`src/rtl/sr_drive_seq.sv`:
```
// Sequencing driver that turns target bits into legal S/R pulses for a downstream SR flip-flop.
// Define SR_DRV_VERIFY_EN to compare q_fb against the target in CHECK and raise a sticky err.
module sr_drive_seq #(
  parameter int unsigned HOLD_CYCLES = 1,
  parameter int unsigned CNT_W       = 8
) (
  input  logic             clk,
  input  logic             rst_n,
  input  logic             in_valid,
  output logic             in_ready,
  input  logic             in_bit,
  output logic             s,
  output logic             r,
  input  logic             q_fb,
  output logic             done,
  output logic             err,
  output logic             cur_q,
  output logic [CNT_W-1:0] tx_count
);

  localparam int unsigned Hold  = (HOLD_CYCLES == 0) ? 1 : HOLD_CYCLES;
  localparam int unsigned HoldW = (Hold > 1) ? $clog2(Hold) : 1;
  localparam logic [HoldW-1:0] HoldLast = HoldW'(Hold - 1);

  typedef enum logic [1:0] {StIdle, StDrive, StCheck} state_e;

  state_e             state_q, state_d;
  logic               s_q, s_d, r_q, r_d;
  logic               done_q, done_d;
  logic               cur_q_q, cur_q_d;
  logic               shadow_valid_q, shadow_valid_d;
  logic               target_q, target_d;
  logic [CNT_W-1:0]   tx_count_q, tx_count_d;
  logic [HoldW-1:0]   hold_cnt_q, hold_cnt_d;
  logic               err_q, err_d;

  always_comb begin
    state_d        = state_q;
    s_d            = 1'b0;
    r_d            = 1'b0;
    done_d         = 1'b0;
    cur_q_d        = cur_q_q;
    shadow_valid_d = shadow_valid_q;
    target_d       = target_q;
    tx_count_d     = tx_count_q;
    hold_cnt_d     = hold_cnt_q;
    err_d          = err_q;

    unique case (state_q)
      StIdle: begin
        if (in_valid) begin
          state_d    = StDrive;
          target_d   = in_bit;
          hold_cnt_d = HoldLast;
          // Without a known shadow the flip-flop state is unknown, so always drive.
          if (!shadow_valid_q) begin
            s_d = in_bit;
            r_d = ~in_bit;
          end else begin
            s_d = in_bit & ~cur_q_q;
            r_d = ~in_bit & cur_q_q;
          end
        end
      end
      StDrive: begin
        if (hold_cnt_q == '0) begin
          state_d = StCheck;
        end else begin
          s_d        = s_q;
          r_d        = r_q;
          hold_cnt_d = hold_cnt_q - HoldW'(1);
        end
      end
      StCheck: begin
        state_d        = StIdle;
        cur_q_d        = target_q;
        shadow_valid_d = 1'b1;
        tx_count_d     = tx_count_q + CNT_W'(1);
        done_d         = 1'b1;
`ifdef SR_DRV_VERIFY_EN
        if (q_fb != target_q) err_d = 1'b1;
`endif
      end
      default: state_d = StIdle;
    endcase
  end

  always_ff @(posedge clk) begin
    if (!rst_n) begin
      state_q        <= StIdle;
      s_q            <= 1'b0;
      r_q            <= 1'b0;
      done_q         <= 1'b0;
      cur_q_q        <= 1'b0;
      shadow_valid_q <= 1'b0;
      target_q       <= 1'b0;
      tx_count_q     <= '0;
      hold_cnt_q     <= '0;
      err_q          <= 1'b0;
    end else begin
      state_q        <= state_d;
      s_q            <= s_d;
      r_q            <= r_d;
      done_q         <= done_d;
      cur_q_q        <= cur_q_d;
      shadow_valid_q <= shadow_valid_d;
      target_q       <= target_d;
      tx_count_q     <= tx_count_d;
      hold_cnt_q     <= hold_cnt_d;
      err_q          <= err_d;
    end
  end

  assign in_ready = (state_q == StIdle);
  assign s        = s_q;
  assign r        = r_q;
  assign done     = done_q;
  assign cur_q    = cur_q_q;
  assign tx_count = tx_count_q;

`ifdef SR_DRV_VERIFY_EN
  assign err = err_q;
`else
  logic unused_q_fb;
  assign unused_q_fb = q_fb ^ err_q;
  assign err         = 1'b0;
`endif

endmodule

```
`config.mk`:
```
export PLATFORM = sky130hd
export DESIGN_NAME = sr_drive_seq
export DESIGN_NICKNAME = d
export VERILOG_FILES = /design/src/rtl/sr_drive_seq.sv
export SDC_FILE = /design/constraint.sdc
export NUM_CORES = 1
export LEC_CHECK = 0
export ABC_AREA = 1
export CAP_MARGIN = 20
export CORE_AREA = 2 2 41 43
export CTS_BUF_LIST = sky130_fd_sc_hd__clkbuf_16
export DETAILED_ROUTE_END_ITERATION = 8
export DIE_AREA = 0 0 43 45
export DONT_BUFFER_PORTS = 1
export PLACE_DENSITY = 0.63
export SETUP_SLACK_MARGIN = 0.15
export SYNTH_ARGS = -nofsm -noshare
export SYNTH_HDL_FRONTEND = slang
export SYNTH_SLANG_ARGS = --single-unit
```
`constraint.sdc`:
```
create_clock -name clk -period 2.7 [get_ports clk]
set_clock_uncertainty 0.15 [all_clocks]
set_input_delay 0.54 -clock clk [delete_from_list [all_inputs] [get_ports clk]]
set_output_delay 0.54 -clock clk [all_outputs]
set_load 0.02 [all_outputs]
```
* Word-level counts from Yosys, hierarchy flattened
Cells that the tools add are included.
** Word-level totals
- Output and inout bits :: 14
- Bits in registers :: 17
- Bits of input ports :: 5
** Cells by class
- Add/sub/neg operators :: 2
- Reductions and logical operators :: 5
- Equality and inequality tests :: 4
- Multiplexer cells :: 14
- Bitwise gates (word level) :: 4
** Operators with widths (count)
- $add 8x1->8 const B :: 1
- $mux 1 :: 8
- $pmux 1 s2 :: 3
- $reduce_and 2->1 :: 3
- $mux 2 :: 2
- $ne 2x2->1 const B :: 2
- $pmux 2 s2 :: 1
- $and 1x1->1 :: 2
- $eq 2x1->1 const B :: 1
- $eq 2x2->1 const B :: 1
- $logic_not 2->1 :: 1
- $not 1->1 :: 2
- $reduce_bool 2->1 :: 1
- $sub 1x1->1 const B :: 1

* Logic depth before layout (Yosys ltp)
Gate-level depths: netlist of run 1.
- Word-level depth :: 5
- Mapped depth :: 7
- Gate-level depth less buffers :: 7

* Worst setup path after synthesis of run 1
OpenSTA, ideal clock, no wires.
- Kind :: flip-flop to flip-flop
- From :: reg tx_count_q[0], in the netlist tx_count[0]
- To :: reg tx_count_q[6], in the netlist tx_count[6]
- Data arrival time :: 1.071 ns
- Library setup time :: 0.115 ns
- Slack :: 1.364 ns
- Buffers on the path :: 0
- Stages on the path, launching flop included :: 7
- Cell sequence :: dfxtp_1 > ha_1 > nand3_2 > nor2_2 > nand3_1 > nand2_1 > nor2_1
** Between the ends
- Longest elaborated chain between the ends :: 1
** RTL lines
- start: declaration :: line 33 : logic [CNT_W-1:0] tx_count_q, tx_count_d;
- start signal: assignment :: line 108 : tx_count_q <= tx_count_d;
- $add 8x1->8 :: line 78 : tx_count_d = tx_count_q + CNT_W'(1);
Every way passes these cells.
A chain may end at the register's enable or synchronous reset.

* Worst setup path in the final report of run 1
- From :: reg state_q[1]
- To :: out in_ready
** Between the ends
- Longest elaborated chain between the ends :: 1
** RTL lines
- start: declaration :: line 27 : state_e state_q, state_d;
- start signal: assignment :: line 90 : state_q <= StIdle;
- start signal: assignment :: line 101 : state_q <= state_d;
- $logic_not 2->1 :: line 114 : assign in_ready = (state_q == StIdle);
- end: declaration :: line 10 : output logic in_ready,
Every way passes these cells.

==> summary.txt, run 1 <==
Power and ir drop
  – Pwr/cell area: between 700 and 800 nW/um^2
  – Maximum vdd ir drop: around 0.47 mV
  – Pleak: 0.000308 uW
  – Total power: 558 uW

Setup path
  – CP max FO: 5
  – Worst EP required: 2010 ps
  – CP Launch Point: state_q[1]
  – Cell family with most CP delay: flip-flops
  – FF-to-FF path depth: 6
  – CP bufs+invs: 0
  – RR Endpoint: tx_count[6]
  – Reg-to-Reg Start: tx_count[0]
  – Total stage count of the critical path: 1
  – Slowest Stage Delay on Critical Path: 360 ps
  – Setup crit end kind: primary output
  – Startpoint type of the worst setup path: flop
  – Crit path arrival time: approximately 850 ps
  – Worst setup path endpoint: in_ready
  – R2R Setup Slk: about 1300 ps
  – Crit Path Category: flop to primary output
  – Slowest cell on crit path: dfxtp_1
  – CP Cell Sequence: nor2_2

Worst hold path
  – Hold crit path type: input pin to flop

Final layout
  – Final Util: 0.486
  – Multi-input logic area: 273 um^2
  – P&R area growth vs syn: 11.5%
  – Antenna diodes: 0
  – # nets final: 91
  – Most frequent cells in the layout: nor2_1 (18), nand2_1 (18), dfxtp_1 (16)
  – Finished Layout Cells: 99
  – FF+latch area: 320 um^2
  – Share of cells above drive strength 1: 0.120
  – Filler Cell Count: 162

Placement
  – Placed insts: 96
  – GPL Wtd Cong: between 0.7 and 0.8
  – Detailed placement HPWL: 834 um
  – Number of I/O port buffers: 0

Die
  – Die Area: slightly below 2000 um^2
  – Die Y: 45 um
  – Die extent in x: ~43 um
  – I/O pin cnt: 19
  – Initial core utilization: 0.435
  – Core Rows: 14
  – Core Box Area: 1470 um^2

Clocking
  – Cts hold-fix bufs: 0
  – Maximum root-to-sink buffer count: 2
  – Clock Sinks: 16
  – Worst skew pair latency: approximately 250 ps
  – Num CTS Buffers: 3
  – # resized after CTS: 0
  – Post-CTS Setup Inserts: 0
  – Clk pin slew, worst setup/hold paths: ~50 ps
  – CTS H-Tree Depth: 1
  – CTS tree: yes
  – CTS root buf: clkbuf_16

Yosys
  – Synth Register Bits: 16
  – Post-synthesis cell count: 82
  – Largest cells by area after synthesis: dfxtp_1 (50%), nand2_1 (11%), nor2_1 (11%), inv_1 (4.1%), a21oi_1 (3.1%)
  – Fraction of the yosys area taken by sequential cells: 0.500
  – Synth area leader: dfxtp_1
  – Yosys top cell area share: 0.500
  – Synth warn: 0
  – Synth unique cells: 18
  – Mapped Nets: about 90
  – Mean Syn Cell Area: 7.81 um^2
  – Post-Syn Area: 641 um^2

Global route
  – Largest net degree at the start of global routing: 11
  – First-pass GRT wire length: slightly below 2000 um
  – Initial antenna violation count: 0
  – Vias in the first global route: 460
  – GRT Util Overall: 0.146
  – Grt ovf: 0

STA
  – Setup TNS: 0 ps
  – Minimum clock period: 1540 ps
  – Unrepaired setup endpoints after global routing: no
  – Setup-failing EPs final: 0
  – Achievable Freq: between 0.6 and 0.7 GHz
  – Final max-slew violation count: 0
  – Final hold vios: 0
  – Final Cycle Share: 0.572

Job
  – Max-cap viol count: 0

Route
  – Drc violations: 0
  – Drt pass-1 iters: 2
  – WL final: 1140 um
  – Antenna-violating nets left: 0
  – Vias per inst: 5.04
  – Vias: 499
  – Initial DRC Count: 4
  – Routed WL per cell: between 10 and 15 um

Outcome
  – Status: completed
[cell type report]
class / instances / share of cell area
sequential: 16 / 0.448
clock buffer: 3 / 0.105
multi-input combinational: 57 / 0.382
tap: 16 / 0.0280
inverter: 7 / 0.0368
[worst min-delay path by stage]
stage / start / endpoint / slack, ps / cells after the start
final: in_bit / r / 220 / 1
after global routing: in_bit / r / 220 / 1
after CTS: in_bit / r / 220 / 1
after detailed placement: shadow_valid_q / s / 280 / 1
after global placement: shadow_valid_q / s / 270 / 1
after floorplan: shadow_valid_q / s / 250 / 1
[synthesized netlist by cell type, drive strengths merged]
master / n
nor2: 22
nand2: 19
dfxtp: 16
inv: 7
nand3: 5
a21oi: 4
o21ai: 2
buf: 1
clkbuf: 1
conb: 1
ha: 1
nor3: 1
nor4: 1
xor2: 1
[power breakdown]
group | total [uW] | switching, uW | internal [uW]
combinational | 19.7 | 13.4 | 6.33
clock | 284 | 90.0 | 194
sequential | 254 | 10.1 | 244
total | 558 | 113 | 444
[per-stage QoR]
| stage | hold WS, ps | setup slack [ps] | cell area, um^2 |
|---|---|---|---|
| finish | 219 | 1160 | 714 |
| global route | 220 | 1120 | 714 |
| CTS | 217 | 1150 | 714 |
| detailed placement | 278 | 1260 | 639 |
| global placement | 268 | 1290 | 639 |
| floorplan | 254 | 1360 | 641 |
[cell families after synthesis]
kind of cell	synth area share
AND/OR/NAND/NOR	0.340
flip-flops	0.500
buffers and inverters	0.0742
AO/OA/AOI/OAI	0.0469
XOR/XNOR	0.0137
adder cells (fa/ha/maj)	0.0195
other	0.00585
[flip-flops by register name, indices dropped and copies added, names as in the netlist]
name,flops
s,1
tx_count,8
state_q,2
done,1
shadow_valid_q,1
cur_q,1
r,1
target_q,1
[per-layer routing]
layer,vias up,global-route usage,part of all wire
met5,-,0,0
met4,0,0.109,0.021
met3,3,0.0840,0.075
met2,14,0.242,0.50
met1,226,0.135,0.41
li1,256,-,-
(Power assumes the default switching activity.)
==> run 2, diff against run 1 <==
PLACE_DENSITY = 0.65   (was 0.63)
clock period = 1.4 ns   (was 2.7 ns; I/O delays follow)
==> summary.txt, run 2 (synthesis results as in run 1) <==
Power and ir drop
  – Pwr/cell area: roughly 1300 nW/um^2
  – Sw Share: 0.201
  – Internal: 868 uW
  – Psw: 218 uW
  – Clk pwr share: 0.499
  – Maximum vdd ir drop: a little under 0.8 mV
  – Pleak: 0.000366 uW
  – Sequential group share of total power: 0.448
  – Combinational share of power: 0.053

Die
  – Die Y: 45 um
  – Die Area: 1940 um^2
  – Die extent in x: 43 um
  – Initial core utilization: 0.435
  – Core Rows: 14
  – Core Box Area: 1470 um^2
  – I/O pin cnt: 19

STA
  – Final Cycle Share: 0.889
  – Final hold slack: 1.22 ps
  – Setup TNS: 0 ps
  – Final hold vios: 0
  – Unrepaired setup endpoints after global routing: yes
  – Final max-slew violation count: 0
  – Minimum clock period: 1240 ps
  – Achievable Freq: ~0.8 GHz
  – Setup-failing EPs final: 0

Route
  – Drt pass-1 iters: 4
  – Vias: 532
  – Routed WL per cell: 11.5 um
  – Drc violations: 0
  – WL final: ~1200 um
  – Initial DRC Count: 13
  – Antenna-violating nets left: 0
  – Vias per inst: between 4 and 5

Setup path
  – Worst EP required: 970 ps
  – Crit Path Category: flop to primary output
  – R2R Setup Slk: roughly 220 ps
  – Startpoint type of the worst setup path: flop
  – Setup crit end kind: primary output
  – RR Endpoint: tx_count[6]
  – CP max FO: 5
  – Reg-to-Reg Start: tx_count[0]
  – Crit path arrival time: 810 ps
  – FF-to-FF path depth: 6

Global route
  – Most used routing layer: met2
  – Met1 track demand over resource: 0.152
  – Vias in the first global route: 481
  – Largest net degree at the start of global routing: 11
  – Met3 Track Usage GR: 0.0680
  – M2 GR Usage: 0.215
  – First-pass GRT wire length: 1930 um
  – Initial antenna violation count: 0
  – Grt ovf: 0
  – GRT Util Overall: 0.141

Clocking
  – Clk pin slew, worst setup/hold paths: 50 ps
  – Worst skew pair latency: 240 ps
  – Maximum root-to-sink buffer count: 2
  – Clock Sinks: 16
  – Num CTS Buffers: 3
  – CTS tree: yes
  – CTS H-Tree Depth: 1
  – CTS root buf: clkbuf_16

Final layout
  – # nets final: 101
  – Share of cells above drive strength 1: 0.280
  – Largest register FFs: 8
  – Most frequent cells in the layout: nor2_1 (18), nand2_1 (18), dfxtp_1 (10)
  – Filler Cell Count: around 150
  – Antenna diodes: 0
  – P&R area growth vs syn: 27.3%

Outcome
  – Status: completed

Worst hold path
  – WHS Endpoint: tx_count[3]
  – HP Start: rst_n
  – WHS Path Cells: 2
  – Hold crit path type: input pin to flop

Placement
  – Number of I/O port buffers: 0
  – Detailed placement HPWL: 873 um
  – GPL Wtd Cong: 0.687

Job
  – Max-cap viol count: 0
-- run 2: changes by cell type in the layout (fill, tap and decap cells not counted) --
| cell | delta |
|---|---|
| dlygate4sd3_1 | +1 |
| nor2_2 | -2 |
| buf_4 | +8 |
| buf_6 | +1 |
| inv_1 | -1 |
| inv_2 | +1 |
| dfxtp_4 | +1 |
| nor2_4 | +2 |
| dfxtp_1 | -6 |
| dfxtp_2 | +5 |
-- run 2: worst max-delay path, cell delays in order (launching register included) --
cell,delay [ps]
dfxtp_4,360
nor2_4,90
buf_6,120
-- run 2: area by class of cell --
cell class	instances	area, um^2	share of cell area
sequential	16	330	0.405
tap	16	20.0	0.0245
multi-input combinational	57	283	0.347
inverter	7	26.3	0.0322
clock buffer	3	75.1	0.0920
timing repair buffer	10	81.3	0.0997
-- run 2: how the worst max path moves through the flow --
stage	start	endpoint	depth (start not counted)
3_5_place_dp	state_q[1]	tx_count[5]	5
2_1_floorplan	tx_count[0]	tx_count[6]	6
6_report	state_q[1]	in_ready	2
4_1_cts	state_q[1]	in_ready	2
3_3_place_gp	state_q[1]	tx_count[5]	5
5_1_grt	state_q[1]	in_ready	2
-- run 2: power groups by stage --
stage	Sequential [uW]	Combinational [uW]	Clock, uW
final	487	57.8	542
after floorplan	496	40.9	0
after CTS	487	56.2	548
after global placement	494	48.9	0
after global routing	487	63.9	573
after detailed placement	495	50.4	0
-- run 2: repair_timing --
item / CTS / global route
setup endpoints to repair: 1 / 7
hold endpoints to repair: 1 / 0
cloned: 0 / 0
setup buffers: 0 / 1
hold buffers: 1 / 0
resized for setup: 3 / 6
-- run 2: metrics by stage --
step           power, uW  cell area (um^2)  instances  utilization  worst slack, ps
2_1_floorplan        537               643         82            -              170
3_5_place_dp         545               702        104        0.477              195
3_3_place_gp         543               702        104        0.477              208
5_1_grt             1120               816        109        0.554              126
4_1_cts             1090               797        108        0.542              152
6_report            1090               816        109        0.554              156
-- run 2: routing by layer --
metal | part of all wire | wire length [um] | vias to the layer above
li1 | - | - | 277
met1 | 0.44 | 554 | 234
met2 | 0.46 | 579 | 16
met3 | 0.062 | 78 | 5
met4 | 0.030 | 37 | 0
met5 | 0 | 0 | -
==> run 3, diff against run 2 <==
CAP_MARGIN = unset   (was 20)
MAX_ROUTING_LAYER = met4   (was unset)
==> results of run 3 <==
The final DEF is identical to that of run 2; final timing and power are the same.
Main changes from that run: final weighted congestion in routability-driven placement 0.687 -> 0.694; overall routing resource usage 0.141 -> 0.146
